$ cat src/rtl/uart_transmitter.sv
// UART transmit end: start bit, eight data bits LSB first, odd parity, STOP_BITS stop bits.
// Bytes arrive over a send/ready handshake and the serial line is driven from a register.
module uart_transmitter #(
    parameter int CLKS_PER_BIT = 40,
    parameter int STOP_BITS    = 1
) (
    input  logic       clk,
    input  logic       reset,
    input  logic [7:0] data_in,
    input  logic       send,
    input  logic       par_err,
    output logic       ready,
    output logic       out,
    output logic       busy,
    output logic       done
);

    typedef enum logic [2:0] {
        IDLE,
        START,
        DATA,
        PARITY,
        STOP
    } state_t;

    localparam logic [15:0] BAUD_LAST = 16'(CLKS_PER_BIT - 1);
    localparam logic        STOP_LAST = 1'(STOP_BITS - 1);

    state_t      r_state;
    state_t      w_stateNext;
    logic [7:0]  r_shift;
    logic [7:0]  w_shiftNext;
    logic [2:0]  r_bitIdx;
    logic [2:0]  w_bitIdxNext;
    logic [15:0] r_baudCnt;
    logic [15:0] w_baudCntNext;
    logic        r_stopCnt;
    logic        w_stopCntNext;
    logic        r_parity;
    logic        w_parityNext;
    logic        r_out;
    logic        w_outNext;
    logic        r_done;
    logic        w_doneNext;
    logic        w_accept;
    logic        w_baudTick;

    // ready is gated by reset so no byte can be accepted while reset is held.
    assign ready      = (r_state == IDLE) && reset;
    assign busy       = (r_state != IDLE);
    assign out        = r_out;
    assign done       = r_done;
    assign w_accept   = send && ready;
    assign w_baudTick = (r_baudCnt == BAUD_LAST);

    always_ff @(posedge clk) begin
        if (!reset) begin
            r_state   <= IDLE;
            r_shift   <= 8'h00;
            r_bitIdx  <= 3'd0;
            r_baudCnt <= 16'd0;
            r_stopCnt <= 1'b0;
            r_parity  <= 1'b0;
            r_out     <= 1'b1;
            r_done    <= 1'b0;
        end else begin
            r_state   <= w_stateNext;
            r_shift   <= w_shiftNext;
            r_bitIdx  <= w_bitIdxNext;
            r_baudCnt <= w_baudCntNext;
            r_stopCnt <= w_stopCntNext;
            r_parity  <= w_parityNext;
            r_out     <= w_outNext;
            r_done    <= w_doneNext;
        end
    end

    always_comb begin
        w_stateNext   = r_state;
        w_shiftNext   = r_shift;
        w_bitIdxNext  = r_bitIdx;
        w_baudCntNext = r_baudCnt;
        w_stopCntNext = r_stopCnt;
        w_parityNext  = r_parity;
        w_doneNext    = 1'b0;
        w_outNext     = 1'b1;

        if (r_state != IDLE) begin
            w_baudCntNext = w_baudTick ? 16'd0 : r_baudCnt + 16'd1;
        end

        case (r_state)
            IDLE: begin
                if (w_accept) begin
                    w_shiftNext   = data_in;
                    w_parityNext  = ~^data_in ^ par_err;
                    w_baudCntNext = 16'd0;
                    w_bitIdxNext  = 3'd0;
                    w_stopCntNext = 1'b0;
                    w_stateNext   = START;
                end
            end
            START: begin
                if (w_baudTick) begin
                    w_bitIdxNext = 3'd0;
                    w_stateNext  = DATA;
                end
            end
            DATA: begin
                if (w_baudTick) begin
                    w_shiftNext = {1'b0, r_shift[7:1]};
                    if (r_bitIdx == 3'd7) begin
                        w_stateNext = PARITY;
                    end else begin
                        w_bitIdxNext = r_bitIdx + 3'd1;
                    end
                end
            end
            PARITY: begin
                if (w_baudTick) begin
                    w_stopCntNext = 1'b0;
                    w_stateNext   = STOP;
                end
            end
            STOP: begin
                if (w_baudTick) begin
                    if (r_stopCnt == STOP_LAST) begin
                        w_stateNext = IDLE;
                        w_doneNext  = 1'b1;
                    end else begin
                        w_stopCntNext = r_stopCnt + 1'b1;
                    end
                end
            end
            default: begin
                w_stateNext = IDLE;
            end
        endcase

        // The line level is registered, so it is decoded from the state being entered.
        case (w_stateNext)
            START:   w_outNext = 1'b0;
            DATA:    w_outNext = w_shiftNext[0];
            PARITY:  w_outNext = w_parityNext;
            default: w_outNext = 1'b1;
        endcase
    end

endmodule
$ cat config.mk
export PLATFORM = sky130hd
export DESIGN_NAME = uart_transmitter
export DESIGN_NICKNAME = d
export VERILOG_FILES = /design/src/rtl/uart_transmitter.sv
export SDC_FILE = /design/constraint.sdc
export NUM_CORES = 1
export LEC_CHECK = 0
export ABC_AREA = 0
export CORE_ASPECT_RATIO = 0.6
export CORE_MARGIN = 4
export CORE_UTILIZATION = 50
export DETAILED_ROUTE_END_ITERATION = 7
export PLACE_DENSITY = 0.71
export SLEW_MARGIN = 5
export SYNTH_ARGS = -nofsm -noshare
export SYNTH_HDL_FRONTEND = slang
export SYNTH_SLANG_ARGS = --single-unit
$ cat constraint.sdc
create_clock -name clk -period 5.69 [get_ports clk]
set_clock_uncertainty 0.15 [all_clocks]
set_input_delay 1.707 -clock clk [delete_from_list [all_inputs] [get_ports clk]]
set_output_delay 1.707 -clock clk [all_outputs]
set_load 0.02 [all_outputs]
Yosys cells after proc, flatten, opt, wreduce, memory -nomap -nowiden
Index checks and enable logic that the tools add are counted.
Cells by class
  reduce and logical (&&, ||, !) cells: 12
  equality and inequality tests: 15
  muxes and demuxes: 29
  add/sub/neg operators: 3
  bitwise gates (word level): 1
Operators with widths (count)
  16-bit two-way mux: 4
  3-bit two-way mux: 11
  16-bit by 1-bit adder with 16-bit output, second input constant: 1
  16-bit by 6-bit == test with 1-bit output, second input constant: 1
  8-bit two-way mux: 2
  8-bit case mux with 2 select lines: 1
  3-bit case mux with 5 select lines: 1
  3-bit by 2-bit == test with 1-bit output, second input constant: 4
  2-bit inequality test, second input constant: 6
  3-bit case mux with 3 select lines: 1
  3-bit nonzero test: 3
  8-bit XNOR reduction: 1
  1-bit two-way mux: 7
  3-bit by 1-bit == test with 1-bit output, second input constant: 2
  3-bit == test, second input constant: 2
  1-bit case mux with 3 select lines: 2
  3-bit AND reduction: 2
  5-bit AND reduction: 1
  4-bit AND reduction: 1
  3-bit by 1-bit adder with 3-bit output, second input constant: 1
  3-bit logical NOT: 1
  1-bit logical AND: 2
  2-bit nonzero test: 1
  1-bit adder, second input constant: 1
  1-bit XOR: 1
Storage, ports and cells
  register bits after elaboration: 34
  output and inout bits: 4
  logic and storage cells: 69
  input bits: 12

Depth between registers and ports, before layout
  depth in word-level cells: 7
  gate-level depth with buffers: 8
  mapped depth without buffers: 6

Worst setup path after synthesis
No wires, ideal clock.
  path kind: input to output
  start point: in reset
  end point: out ready
  data required time: 3.833 ns
  buffers on the path: 1
  stages on the path: 2
  arrival: 2.443 ns
  slack: 1.390 ns
  cells stage by stage: buf_2 nor4b_2
On the way
  word-level cells in the longest chain between the ends: 1
RTL lines
  start: declaration: line 8  | input logic reset,
  1-bit logical AND: line 49  | assign ready = (r_state == IDLE) && reset;
  end: declaration: line 12  | output logic ready,
No other way between the ends.

Worst setup path after layout
Same ends and word-level chain as after synthesis.

==> flow_summary.ini <==
[timing]
period_minus_slack_ns = 5.152
drv_slew = 0
setup_violations = 0
hold_viol = 0
rsz0062_at_grt = no
fin_crit_sh_pct = 90.54
fin_setup_tns_ns = 0
max_slew_margin_pct = 35.10
tightestPinTransition_ns = 0.9735
max_freq_ghz = 0.1941

[worst_setup_path]
cp_common_cell = clkdlybuf4s50_1
crit_path_max_fanout = 5
crit_chain = clkdlybuf4s50_1 > nor4b_2 > clkdlybuf4s50_1
r2r_slack_ns = 3.08
worstSetupStartpointType = primary input
end_kind = primary output
crit_required_ns = 3.83
slowest_stage = clkdlybuf4s50_1
crit_arrival_ns = 3.29
critical_path.max_stage_delay_ns = 0.69
path_class = in2out

[synth]
synth_fa_ha_area_share_pct = 2.045
synth_area_leaders = dfxtp_1 36%, a21oi_1 4.9%, a22oi_1 4.9%, nand2_1 4.9%, xnor2_1 3.3%
synth_common_cells = 33 x dfxtp_1, 24 x nand2_1, 18 x a21oi_1, 16 x nor2_1, 12 x a22oi_1
synth_cells = 214
yosysUniqueCellTypes = 50
synthArstFlopShare_pct = 0
synth-simple-area-share_pct = 30.06
synth_xor_area_share_pct = 4.772
synthMuxAreaShare_pct = 3.545
ys_warn_count = 0
synth_top_area_share_pct = 35.99
synth_area_mm2 = 0.001836
ys_seq_area_share_pct = 35.99
yosysTopAreaCell = dfxtp_1
syn_avg_cell_area_um2 = 8.577
synth_top_family_by_area = simple AND/OR/NAND/NOR gates
synth_compound_area_share_pct = 20.11
synth_nets = 229
synth.most_common_cell = dfxtp_1
synth_edf_count = 0
yosys_register_bits = 33
synth-main-ff-cell = dfxtp_1

[floorplanning]
dieArea_mm2 = 0.004736
start_util_pct = 54.25
ios = 16
core_mm2 = 0.003383
fp.dieH_um = 54.93
die_x_um = 86.22
rows = 16

[cts]
htreeDepth = 2
clock_sinks = 33
clk_pin_slew_ns = 0.07
clockRootBuffer = clkbuf_8
cts.path.max_buffers = 2
hold_buffers = 0
cts.repair.resized = 0
cts_tree = done
clock_latency_ns = 0.29
cts_buffers = 5
post-cts-setup-buffers = 0

[placement]
placed_cells = 264
dpl.hpwl_mm = 3.430
place_congestion = 0.9121
portBuffers = 15

[power_and_ir_drop]
power_frac_seq_pct = 49.7
powerDensity_mw_per_mm2 = 232.2
p_sw_uw = 132.3
pwr-share-clk_pct = 36.1
p_leak_uw = 0.0007254
peakVddDrop_v = 0.0001571
p_sw_share_pct = 27.36
power_frac_comb_pct = 14.2
p_int_uw = 351.2

[global_route]
grt_max_degree = 23
grt-ovfl-total = 0
antenna_found_initial = 0
grt_pass1_wl_mm = 7.776
track_usage_pct = 22.05
grt_pass1_vias = 1552

[detailed_routing]
drt-initial-drc-count = 114
dr.pass1.iters = 5
vias_per_cell = 6.294
num_vias = 1712
ant_nets = 0
drc = 0
drt_wl_total_mm = 4.770
wire_per_inst_um = 17.54

[final_layout]
layout-drive-gt1-share_pct = 9.251
final_cells = 272
area_growth_pct = 13.43
layout.nets = 241
n_antenna_cell = 0
fill_cells = 304

[run_status]
outcome = complete, no violations

[flow_run]
drv_cap = 0

[hold_path]
min_path_type = reg2reg
cell families (layout without fill, tap and decap cells):
group,after synthesis,in the layout
muxes,6,6
xor gates and xnor gates,10,10
buffers and inverters,14,27
AOI/OAI and AO/OA,55,55
adders and majority gates,3,3
and+or+nand+nor,93,93
DFF,33,33
metal layers:
layer	up-vias	GRT usage, %	part of all wire [%]
li1	815	-	-
met1	813	32.26	48
met3	9	5.178	8.2
met5	-	0	0
met2	75	31.84	42
met4	0	7.254	1.1
through the flow:
stage	cell area [um^2]	total power, uW	util, %	hold WS (ns)	worst slack [ns]
final	2082	483.4	61.54	0.3115	0.5382
after CTS	2082	483.3	61.54	0.3113	0.5309
after global placement	1999	310.5	59.10	0.2915	0.5513
after detailed placement	1999	312.8	59.10	0.3018	0.5385
after global routing	2082	501.0	61.54	0.3431	0.4691
after floorplan	1836	289.2	-	0.2860	1.390
final timing paths:
kind / cells past startpoint / endpoint / start
worst min register to register: 2 / r_shift[2] / r_shift[2]
worst max register to register: 6 / r_baudCnt[11] / r_baudCnt[0]
worst max-delay path: 3 / ready / reset
worst min-delay path: 2 / r_shift[2] / r_shift[2]
cell type report:
| cell class | instances | area, um^2 | share of cell area (%) |
|---|---|---|---|
| clock inverter | 2 | 10.01 | 0.4808 |
| sequential | 33 | 660.6 | 31.73 |
| tap | 45 | 56.30 | 2.704 |
| inverter | 3 | 13.76 | 0.6611 |
| clock buffer | 6 | 72.57 | 3.486 |
| timing repair buffer | 16 | 157.7 | 7.572 |
| multi-input combinational | 167 | 1111 | 53.37 |
critical path: cells and delay by family:
kind / cells / cell delay [ns]
buffers and inverters: 2 / 1.19
AND/OR/NAND/NOR: 1 / 0.39
layout by cell type (no fill, tap or decap), types with 3 or more instances in the layout:
cell,Yosys,final
nor4_1,4,4
nand4_1,4,4
or3_1,4,4
clkbuf_8,0,5
nor2_1,16,16
nand2_1,24,24
o21a_1,4,4
o21ai_1,3,3
xnor2_1,7,7
nand3b_1,3,3
a22oi_1,12,12
ha_1,3,3
nor3_1,4,4
o211ai_1,4,4
a31o_1,4,4
mux2i_1,4,4
nand3_1,8,8
a21oi_1,18,18
and4_1,3,3
dfxtp_1,33,33
xor2_1,3,3
and2_1,4,4
clkdlybuf4s50_1,0,15
power by group through the flow:
stage          Sequential, uW  Combinational (uW)  Clock, uW
5_1_grt                   241                74.0        186
2_1_floorplan             245                44.2          0
4_1_cts                   240                67.3        176
6_report                  240                68.7        174
3_3_place_gp              245                65.5          0
3_5_place_dp              246                67.2          0
state kept, by name (all words and copies together), names as in the netlist:
signal,cells
r_baudCnt,16
r_shift,8
r_bitIdx,3
r_state,3
done,1
out,1
r_parity,1
(Power assumes the default switching activity.)
==> edit (same settings) <==
Re-encode `state_t` (5 states) as Gray code, 3 bits wide.
--- a/src/rtl/uart_transmitter.sv
+++ b/src/rtl/uart_transmitter.sv
@@ -16,11 +16,11 @@
 );
 
     typedef enum logic [2:0] {
-        IDLE,
-        START,
-        DATA,
-        PARITY,
-        STOP
+        IDLE   = 3'b000,
+        START  = 3'b001,
+        DATA   = 3'b011,
+        PARITY = 3'b010,
+        STOP   = 3'b110
     } state_t;
 
     localparam logic [15:0] BAUD_LAST = 16'(CLKS_PER_BIT - 1);
Check against the original RTL: same outputs for any inputs over 10 cycles, from zero or initial values and one cycle with reset low; not proved beyond that.
==> edit against the original RTL <==
Wire length shrank 13%; cell area fell by 2.7%; sequential share of layout area grew 0.88 points; count of clock-buffer cells in the layout is 1 higher; clock power rose by 32%; sequential cell count is the same; area after synthesis decreased by 4.1%; power is 10% higher; setup slack improved by 0.036 ns; die area fell by 3.6%; largest cell class unchanged.
==> edit: results <==
metrics = {
    "status": {
        "outcome": "finished clean",
    },
    "logic_synthesis": {
        "synth_compound_area_share_pct": 20.5,
        "synth_edf_count": 0,
        "syn_area_per_cell_sq_um": 8.42,
        "netlist_top_cells_count": "dfxtp_1, nor2_1, a21oi_1",
        "synthMuxAreaShare_pct": 0,
        "synthXorXnorAreaFrac_pct": 6.25,
        "yosysSeqAreaShare_pct": 37.5,
        "synthTopCellsByArea": "dfxtp_1, a21oi_1, nor2_1",
        "synthAdderAreaFrac_pct": 2.13,
        "synth_nets": 224,
    },
    "detailed_routing": {
        "firstDrtPassIters": 7,
        "routed_wirelength_mm": 4.13,
        "drt_iter0_drc": 178,
        "routed_via_density": 5.88,
    },
    "placement": {
        "gp_congestion": 0.852,
        "placed_area_sq_um": 1910,
        "dpl.hpwl_mm": 2.91,
        "placed_cells": 258,
    },
    "setup_path": {
        "cp_max_fo": 10,
        "worstPathArrival_ns": 3.26,
    },
    "grt": {
        "grt_pass1_vias": 1486,
        "grt_max_degree": 29,
        "grt_usage_pct": 19.3,
        "grt_pass1_wl_mm": 6.82,
    },
    "cells_and_area": {
        "final_cells": 266,
        "nNetsFinal": 235,
        "final_layout_size_suffix_gt1_share_pct": 8.14,
    },
    "power_and_ir_drop": {
        "ir_drop_uv": 142,
        "switchingPower_mw": 0.125,
        "power_leakage_nw": 0.721,
    },
    "timing": {
        "worst_pin_slew_ns": 0.846,
    },
}
edit: changes by cell type in the layout (fill, tap and decap cells not counted), moves of 4 or more:
cell,delta
nor2_1,+9
a222oi_1,+6
mux2i_1,-4
a22oi_1,-8
o21ai_0,+8
a31o_1,-4
nand2_1,-7
edit: area by class of cell:
class                           count  area, sq um
Inverter                            5         18.8
Sequential cell                    33          661
Fill cell                         313         1300
Clock buffer                        7         86.3
Timing Repair Buffer               16          158
Multi-Input combinational cell    159         1020
Tap cell                           45         56.3
Clock inverter                      1         30.0
edit: worst paths after layout:
kind	from	to	slack, ns	cells after the start
worst max-delay path	reset	ready	0.57	4
worst max register to register	r_baudCnt[0]	r_baudCnt[9]	3.22	7
worst min-delay path	r_bitIdx[1]	r_bitIdx[1]	0.32	2
worst min register to register	r_bitIdx[1]	r_bitIdx[1]	0.32	2
edit: worst register-to-register path: cells and delay by family, from the launching register on:
family          cells  cell delay [ns]
simple gates        4             1.43
flops               1             0.34
fa+ha+maj           1             0.24
compound gates      2             0.24
edit: cell families after synthesis:
logic type	after synthesis
XOR/XNOR	11
buffers and inverters	17
AND/OR/NAND/NOR	93
AO/OA/AOI/OAI	52
flip-flops	33
adder cells (fa/ha/maj)	3
edit: layer usage:
layer | track usage [%] | vias up | routed length, um
li1 | - | 778 | -
met1 | 26.2 | 722 | 2080
met2 | 30.0 | 63 | 1750
met3 | 5.50 | 0 | 306
met4 | 6.05 | 0 | 0
met5 | 0 | - | 0
edit: per-stage QoR:
step	setup WS, ns	power [mW]
2_1_floorplan	1.09	0.286
3_3_place_gp	0.614	0.305
3_5_place_dp	0.596	0.306
4_1_cts	0.590	0.536
5_1_grt	0.523	0.552
6_report	0.575	0.533
edit: power by group through the flow:
| stage | Sequential (mW) | Clock (mW) | Combinational [mW] |
|---|---|---|---|
| floorplan | 0.243 | 0 | 0.0423 |
| global placement | 0.244 | 0 | 0.0608 |
| detailed placement | 0.244 | 0 | 0.0620 |
| CTS | 0.239 | 0.235 | 0.0623 |
| global route | 0.240 | 0.243 | 0.0698 |
| finish | 0.239 | 0.230 | 0.0628 |
